`src/rtl/writeback_queue.sv`:
```
// Register-file writeback queue: a small circular FIFO of {rd, data} results.
// Stored entries are forwarded to the rs1/rs2 read ports until they are written back.
module writeback_queue #(
    parameter int DEPTH = 4
) (
    input  logic                     clk,
    input  logic                     rst,
    input  logic                     in_valid,
    output logic                     in_ready,
    input  logic [4:0]               in_rd,
    input  logic [31:0]              in_data,
    input  logic                     wb_stall,
    output logic                     wb_we,
    output logic [4:0]               wb_rd,
    output logic [31:0]              wb_wd,
    input  logic [4:0]               rs1,
    input  logic [4:0]               rs2,
    output logic                     rs1_fwd,
    output logic                     rs2_fwd,
    output logic [31:0]              rs1_fwd_data,
    output logic [31:0]              rs2_fwd_data,
    output logic [$clog2(DEPTH):0]   count
);
    localparam int AW = $clog2(DEPTH);

    logic [4:0]    r_rd   [DEPTH];
    logic [31:0]   r_data [DEPTH];
    logic [AW-1:0] r_wptr;
    logic [AW-1:0] r_rptr;
    logic [AW:0]   r_count;

    logic w_pop;
    logic w_push;
    logic w_empty;

    // Reset wins over a pending writeback so discarded entries never reach the register file.
    assign w_empty  = (r_count == '0);
    assign w_pop    = !w_empty && !wb_stall && !rst;
    assign in_ready = (r_count < (AW+1)'(DEPTH)) || w_pop;
    assign w_push   = in_valid && in_ready && (in_rd != 5'd0);

    assign wb_we = w_pop;
    assign wb_rd = w_empty ? 5'd0  : r_rd[r_rptr];
    assign wb_wd = w_empty ? 32'd0 : r_data[r_rptr];
    assign count = r_count;

    always_ff @(posedge clk) begin
        if (w_push) begin
            r_rd[r_wptr]   <= in_rd;
            r_data[r_wptr] <= in_data;
        end
    end

    always_ff @(posedge clk) begin
        if (rst) begin
            r_wptr  <= '0;
            r_rptr  <= '0;
            r_count <= '0;
        end else begin
            if (w_push) r_wptr <= r_wptr + 1'b1;
            if (w_pop)  r_rptr <= r_rptr + 1'b1;
            case ({w_push, w_pop})
                2'b10:   r_count <= r_count + 1'b1;
                2'b01:   r_count <= r_count - 1'b1;
                default: r_count <= r_count;
            endcase
        end
    end

    // Scan oldest to youngest so the last match seen is the youngest entry.
    always_comb begin
        logic [AW-1:0] w_idx;
        rs1_fwd      = 1'b0;
        rs2_fwd      = 1'b0;
        rs1_fwd_data = 32'd0;
        rs2_fwd_data = 32'd0;
        w_idx        = '0;
        for (int i = 0; i < DEPTH; i++) begin
            w_idx = r_rptr + AW'(i);
            if ((AW+1)'(i) < r_count) begin
                if (rs1 != 5'd0 && r_rd[w_idx] == rs1) begin
                    rs1_fwd      = 1'b1;
                    rs1_fwd_data = r_data[w_idx];
                end
                if (rs2 != 5'd0 && r_rd[w_idx] == rs2) begin
                    rs2_fwd      = 1'b1;
                    rs2_fwd_data = r_data[w_idx];
                end
            end
        end
    end
endmodule

```
`config.mk`:
```
export PLATFORM = sky130hd
export DESIGN_NAME = writeback_queue
export DESIGN_NICKNAME = d
export VERILOG_FILES = /design/src/rtl/writeback_queue.sv
export SDC_FILE = /design/constraint.sdc
export NUM_CORES = 1
export LEC_CHECK = 0
export BUFFER_PORTS_ARGS = -buffer_cell sky130_fd_sc_hd__buf_2
export CAP_MARGIN = 5
export CELL_PAD_IN_SITES_DETAIL_PLACEMENT = 1
export CELL_PAD_IN_SITES_GLOBAL_PLACEMENT = 1
export CORE_ASPECT_RATIO = 0.9
export CORE_MARGIN = 5
export CORE_UTILIZATION = 45
export CTS_CLUSTER_DIAMETER = 120
export DETAILED_ROUTE_END_ITERATION = 8
export PLACE_DENSITY_LB_ADDON = 0.1
export RECOVER_POWER = 100
export SYNTH_ARGS = -nofsm -noshare
export SYNTH_HDL_FRONTEND = slang
export SYNTH_SLANG_ARGS = --single-unit
```
`constraint.sdc`:
```
create_clock -name clk -period 2.95 [get_ports clk]
set_input_delay 0.295 -clock clk [delete_from_list [all_inputs] [get_ports clk]]
set_output_delay 0.295 -clock clk [all_outputs]
set_load 0.05 [all_outputs]
```
==> run metrics, run 1 <==
Max Fclk=0.269 GHz; top cell type's share of synthesized area=0.411; initial antenna violation count=2; most common cell in the netlist=edfxtp_1; routed length per placed instance=31.6 um; Final period util=1.26; Avg Inst Size Synth=12.0 um^2; Worst Path Required=2.65 ns; CTS tree=built; Crit path max-delay family=buffers and inverters; Worst-Skew Late Latency=0.46 ns; area of the multi-input gates=0.00724 mm^2; DRT antenna net count=0; Worst R2R Setup Slack=-0.03 ns; Post-route DRC=0; WS Path Type=reg -> out; hpwl dp=25400 um; setup violators final=79; Syn-to-layout area delta=43.4%; Worst Path Buf+Inv=5; clk slew on worst S/H paths=0.07 ns; Post-Layout Inst Area=0.0155 mm^2; post-place setup slack=-0.264 ns; Setup WS post-layout=-0.770 ns; worst hold path startpoint=in_data[28]; total track usage=0.303; clk_skew=0.0119 ns; unrepaired setup endpoints after global routing=true; drt pass-1 iters=5; Comb power frac=0.489; number of global-route vias before repair=10300; Slew HR=0.0610; Sw Ratio=0.428; largest area contributor in the netlist=edfxtp_1; Yosys warnings=0; GPL Wtd Cong=0.878; fin crit period=3.72 ns; chip width=173 um; routed wire length=45400 um; Max Buffers Root-to-Sink=2; status=complete, but fails checks; switching power=0.00424 W; violated checks=setup timing; Buffers on Ports=158; capture point of the worst reg-to-reg path=r_data[1][6]$_DFFE_PP_; grt ovf=0; FP Rows=53; final core utilization=0.659; Post-Syn Instances=898; Hold Fails Final Rpt=0; Setup crit end kind=output port; Antenna diodes=0; fraction of layout cells with a size suffix above 1=0.525; syn nets=958; CP Max Fanout=9; Power Total=0.00991 W; setup tns final=-41.29 ns; flops & latches, synth=157; crit path cell chain=mux4_2 -> buf_4 -> xnor2_1 -> nand4_1 -> buf_4 -> nor2_4 -> buf_6 -> buf_12 -> a221oi_1 -> o22ai_1 -> buf_4; worst slew pin tran=1.41 ns; sequential share of power=0.278; dpl cell area=0.0130 mm^2; Worst path most repeated cell=buf_4; R2R depth=5; data arrival time of the worst path=3.42 ns; Cell variety after synth=48; ranking of synthesized cells by area=edfxtp_1, mux4_2, a221oi_1, o21ai_0, o22ai_1; type of the tightest min-delay check=in -> reg; Post-synth EDFFs=148; nets@finish=1181; CP Launch Type=register; sink of the worst hold path=r_data[1][28]$_DFFE_PP_; total CTS buffers=17; Crit-path slowest cell=mux4_2; die area=0.0272 mm^2; Clk pwr share=0.233; first-pass GRT wire length=63200 um; Internal=0.00566 W; Root Driver=clkbuf_16; CP peak stage delay=0.54 ns; Mapped Area=0.0108 mm^2; largest net degree at the start of global routing=61; height of the die=157 um; initial core utilization=0.459; clk sinks=157; hold_buf cts=0; Seq/Total Area, Yosys=0.428; Core ar.=0.0235 mm^2; via count=9994; commonest cells in the netlist=edfxtp_1, mux4_2, o21ai_0; hold depth=1; power density over the cells=639 mW/mm^2; max-slew violations=0; Critical R2R Launch=count[2]$_SDFFE_PP0P_; ys flop type=edfxtp_1; H-tree depth=4; Sequential Area=0.00464 mm^2; leakage=5.39 nW; max_cap viols=0; worst vdd ir=419 uV; Async S/R FF share, synth=0; Via density=6.96; number of DRC markers in iteration 0=1081; filler instances=2222; Top-Level Pins=159
## registers in the layout, indices dropped and copies added (netlist names), named ones only
signal,cells
r_data,128
r_rd,20
r_wptr,2
count,3
r_rptr,2
## placed cells by master (no fill, tap or decap), drive strengths merged, types with 31 or more instances in the layout
cell type / instances
a221oi: 63
edfxtp: 148
mux2i: 36
mux4: 88
mux2: 31
buf: 230
a21oi: 37
nor2b: 38
nand2: 38
clkbuf: 86
o22ai: 62
o21ai: 95
nor2: 48
## cells by family (layout without fill, tap and decap cells)
| family | Yosys count | count (layout) | synth area share |
|---|---|---|---|
| XOR/XNOR | 43 | 43 | 0.0348 |
| AND/OR/NAND/NOR | 157 | 157 | 0.0720 |
| adder cells (fa/ha/maj) | 9 | 9 | 0.0104 |
| multiplexers | 155 | 155 | 0.249 |
| flip-flops | 157 | 157 | 0.428 |
| AO/OA/AOI/OAI | 274 | 274 | 0.163 |
| buffers and inverters | 103 | 339 | 0.0432 |
## through the flow
stage	hold WS, ns	std cells
floorplan	0.394	898
global placement	0.508	1370
detailed placement	0.513	1370
CTS	0.0509	1422
global route	0.104	1436
finish	0.0924	1436
## routing by layer
layer | global-route usage | share of wire | vias up
met2 | 0.527 | 0.51 | 619
met3 | 0.0680 | 0.084 | 116
met1 | 0.373 | 0.38 | 5157
li1 | - | - | 4098
met5 | 0 | 0.00055 | -
met4 | 0.113 | 0.032 | 4
## cell type report
class / instances / share of cell area
timing repair buffer: 299 / 0.169
tap: 302 / 0.0244
clock buffer: 18 / 0.0277
clock inverter: 14 / 0.0114
inverter: 8 / 0.00194
sequential: 157 / 0.299
multi-input combinational: 638 / 0.467
## how the worst max path moves through the flow
| stage | start | endpoint | slack (ns) | cells after the start |
|---|---|---|---|---|
| 5_1_grt | r_rd[0][0]$_DFFE_PP_ | rs2_fwd_data[8] | -0.82 | 11 |
| 6_report | r_rd[0][0]$_DFFE_PP_ | rs2_fwd_data[8] | -0.77 | 11 |
| 4_1_cts | r_rd[0][3]$_DFFE_PP_ | rs1_fwd_data[30] | -0.52 | 10 |
| 3_5_place_dp | r_rptr[1]$_SDFFE_PP0P_ | rs1_fwd_data[30] | -0.26 | 9 |
| 3_3_place_gp | r_rptr[1]$_SDFFE_PP0P_ | rs1_fwd_data[30] | -0.20 | 9 |
| 2_1_floorplan | r_rptr[0]$_SDFFE_PP0P_ | rs1_fwd_data[6] | -0.28 | 9 |
## power groups by stage
| stage | combinational, W | clock, W | sequential [W] |
|---|---|---|---|
| after floorplan | 0.00302 | 0 | 0.00275 |
| after global placement | 0.00404 | 0 | 0.00277 |
| after detailed placement | 0.00411 | 0 | 0.00278 |
| after CTS | 0.00455 | 0.00228 | 0.00273 |
| after global routing | 0.00506 | 0.00242 | 0.00276 |
| final | 0.00485 | 0.00231 | 0.00276 |
## what timing repair did
item	4_1_cts	5_1_grt
buffers inserted	17	10
cloned	4	4
setup endpoints to repair	66	66
pin swaps	43	32
gates resized for setup	308	87
No activity file was read; power rests on OpenSTA's default activity.
==> run 2: changes to the inputs <==
--- a/config.mk
+++ b/config.mk
@@ -16,6 +16,7 @@
 export DETAILED_ROUTE_END_ITERATION = 8
 export PLACE_DENSITY_LB_ADDON = 0.1
 export RECOVER_POWER = 100
+export SETUP_SLACK_MARGIN = 0.02
 export SYNTH_ARGS = -nofsm -noshare
 export SYNTH_HDL_FRONTEND = slang
 export SYNTH_SLANG_ARGS = --single-unit
==> run 2 against run 1 <==
  * The flow still finishes with violations (setup timing)
  * Final cell count rose by 1.1%
  * Critical path depth unchanged
  * Global-route usage is 1.4 points lower
  * Die area is the same
  * Wire length grew 0.11%
  * Critical path type unchanged
  * Largest power group unchanged
==> run metrics, run 2 (synthesized netlist as in run 1, its figures left out) <==
Buffers on Ports=158 (unchanged); Post-route DRC=0 (unchanged); Max Fclk=0.273 GHz (+1.7%); first-pass GRT wire length=60700 um (-4.0%); setup violators final=92 (+16%); Worst-Skew Late Latency=0.44 ns (-0.02 ns); Setup crit end kind=output port; CP Max Fanout=18 (+9); max-slew violations=0 (unchanged); switching power=0.00415 W (-2.1%); DRT antenna net count=0 (unchanged); total CTS buffers=17 (unchanged); chip width=173 um (unchanged); Root Driver=clkbuf_16; routed wire length=45400 um (+0.11%); hpwl dp=25900 um (+1.7%); via count=10100 (+0.61%); leakage=5.45 nW (+1.1%); drt pass-1 iters=5 (unchanged); data arrival time of the worst path=3.36 ns (-0.06 ns); power density over the cells=641 mW/mm^2 (+0.36%); die area=0.0272 mm^2 (unchanged); Post-Layout Inst Area=0.0154 mm^2 (-0.50%); worst slew pin tran=1.44 ns (+0.0295 ns); crit path cell chain=buf_4 -> mux4_2 -> xor2_2 -> nor4_4 -> buf_4 -> a211oi_4 -> buf_12 -> a221oi_1 -> buf_4 -> o22ai_4 -> buf_6; initial core utilization=0.459 (unchanged); status=complete, but fails checks; CP Launch Type=register; fin crit period=3.66 ns (-0.0614 ns); FP Rows=53 (unchanged); Sw Ratio=0.420 (-0.00859); clk slew on worst S/H paths=0.07 ns (about the same); Hold Fails Final Rpt=0 (unchanged); GPL Wtd Cong=0.855 (-2.6%); Syn-to-layout area delta=42.6%; Worst Path Buf+Inv=5 (unchanged); Via density=6.92 (-0.50%); largest net degree at the start of global routing=58 (-4.9%); CP peak stage delay=0.55 ns (about the same); Comb power frac=0.485 (-0.004); CTS tree=built; type of the tightest min-delay check=in -> reg; H-tree depth=4 (unchanged); Crit-path slowest cell=mux4_2; Setup WS post-layout=-0.708 ns (+0.0614 ns); Top-Level Pins=159 (unchanged); violated checks=setup timing; grt ovf=0 (unchanged); post-place setup slack=-0.178 ns (+0.0859 ns); Clk pwr share=0.239 (+0.006); fraction of layout cells with a size suffix above 1=0.498 (-0.0269); worst vdd ir=428 uV (+2.2%); Core ar.=0.0235 mm^2 (unchanged); max_cap viols=0 (unchanged); Slew HR=0.0408 (-0.0202); Worst path most repeated cell=buf_4; commonest cells after routing, fill and taps aside=edfxtp_1, buf_4, mux4_2; WS Path Type=reg -> out; number of DRC markers in iteration 0=924 (-15%); Internal=0.00574 W (+1.4%); sequential share of power=0.276 (-0.002); Max Buffers Root-to-Sink=2 (unchanged); routed length per placed instance=31.3 um (-0.99%); clk_skew=0.0121 ns (+0.000184 ns); clk sinks=157 (unchanged); max reg flops=128 (unchanged); total track usage=0.289 (-0.0138); register name with the most flops=r_data; Final period util=1.24 (-0.0208); hold_buf cts=0 (unchanged); Worst Path Required=2.65 ns (about the same); initial antenna violation count=0 (-2); number of global-route vias before repair=10200 (-0.83%); height of the die=157 um (unchanged); Crit path max-delay family=buffers and inverters; final core utilization=0.655 (-0.00330); nets@finish=1197 (+1.4%); dpl cell area=0.0131 mm^2 (+1.2%); most common cell after layout, fill and taps aside=edfxtp_1; unrepaired setup endpoints after global routing=true
==> run 2: cell count changes in the layout (fill, tap and decap cells not counted), moves of 7 or more <==
cell | before | now
o21ai_4 | 15 | 3
buf_12 | 19 | 31
o21ai_1 | 7 | 33
buf_2 | 35 | 43
clkbuf_2 | 19 | 8
o21ai_2 | 35 | 14
o21ai_0 | 38 | 45
a221oi_4 | 23 | 14
buf_4 | 99 | 109
==> run 2: repair_timing <==
item / 4_1_cts / 5_1_grt
endpoints found under the setup margin: 66 / 66
pin swaps: 14 / 38
resized for setup: 223 / 92
gates cloned: 2 / 8
buffers inserted: 14 / 19
==> run 2: final cells by class <==
class	count	area (um^2)
Antenna cell	1	2.50
Clock buffer	17	425
Clock inverter	14	181
Fill cell	2280	8120
Inverter	8	30.0
Multi-Input combinational cell	638	6850
Sequential cell	157	4640
Tap cell	302	378
Timing Repair Buffer	315	2920
==> run 2: worst paths after layout <==
kind	startpoint	end	slack, ns	cells past startpoint
min reg2reg	count[1]$_SDFFE_PP0P_	count[1]$_SDFFE_PP0P_	0.62	2
min	in_data[26]	r_data[2][26]$_DFFE_PP_	0.1	1
max reg2reg	count[2]$_SDFFE_PP0P_	r_data[0][1]$_DFFE_PP_	0	5
max	r_rptr[0]$_SDFFE_PP0P_	rs1_fwd_data[11]	-0.71	11
==> run 2: per-layer routing <==
layer	track usage	up-vias	wire [um]
met4	0.108	0	1560
met2	0.488	644	22500
met3	0.0620	121	3810
met5	0	-	0
met1	0.371	5175	17500
li1	-	4115	-
==> run 2: power groups by stage <==
stage	sequential [W]	combinational, W	clock [W]
final	0.00273	0.00480	0.00236
after global routing	0.00274	0.00501	0.00246
after CTS	0.00272	0.00448	0.00234
after detailed placement	0.00278	0.00416	0
after global placement	0.00276	0.00409	0
after floorplan	0.00275	0.00303	0
==> run 2: per-stage QoR <==
step	TNS [ns]	hold WS [ns]	power (W)	std cells
floorplan	-5.92	0.394	0.00578	898
finish	-46.43	0.0997	0.00989	1452
CTS	-30.48	0.0510	0.00954	1424
global placement	-3.94	0.510	0.00685	1377
global route	-56.46	0.102	0.0102	1451
detailed placement	-5.33	0.512	0.00693	1377
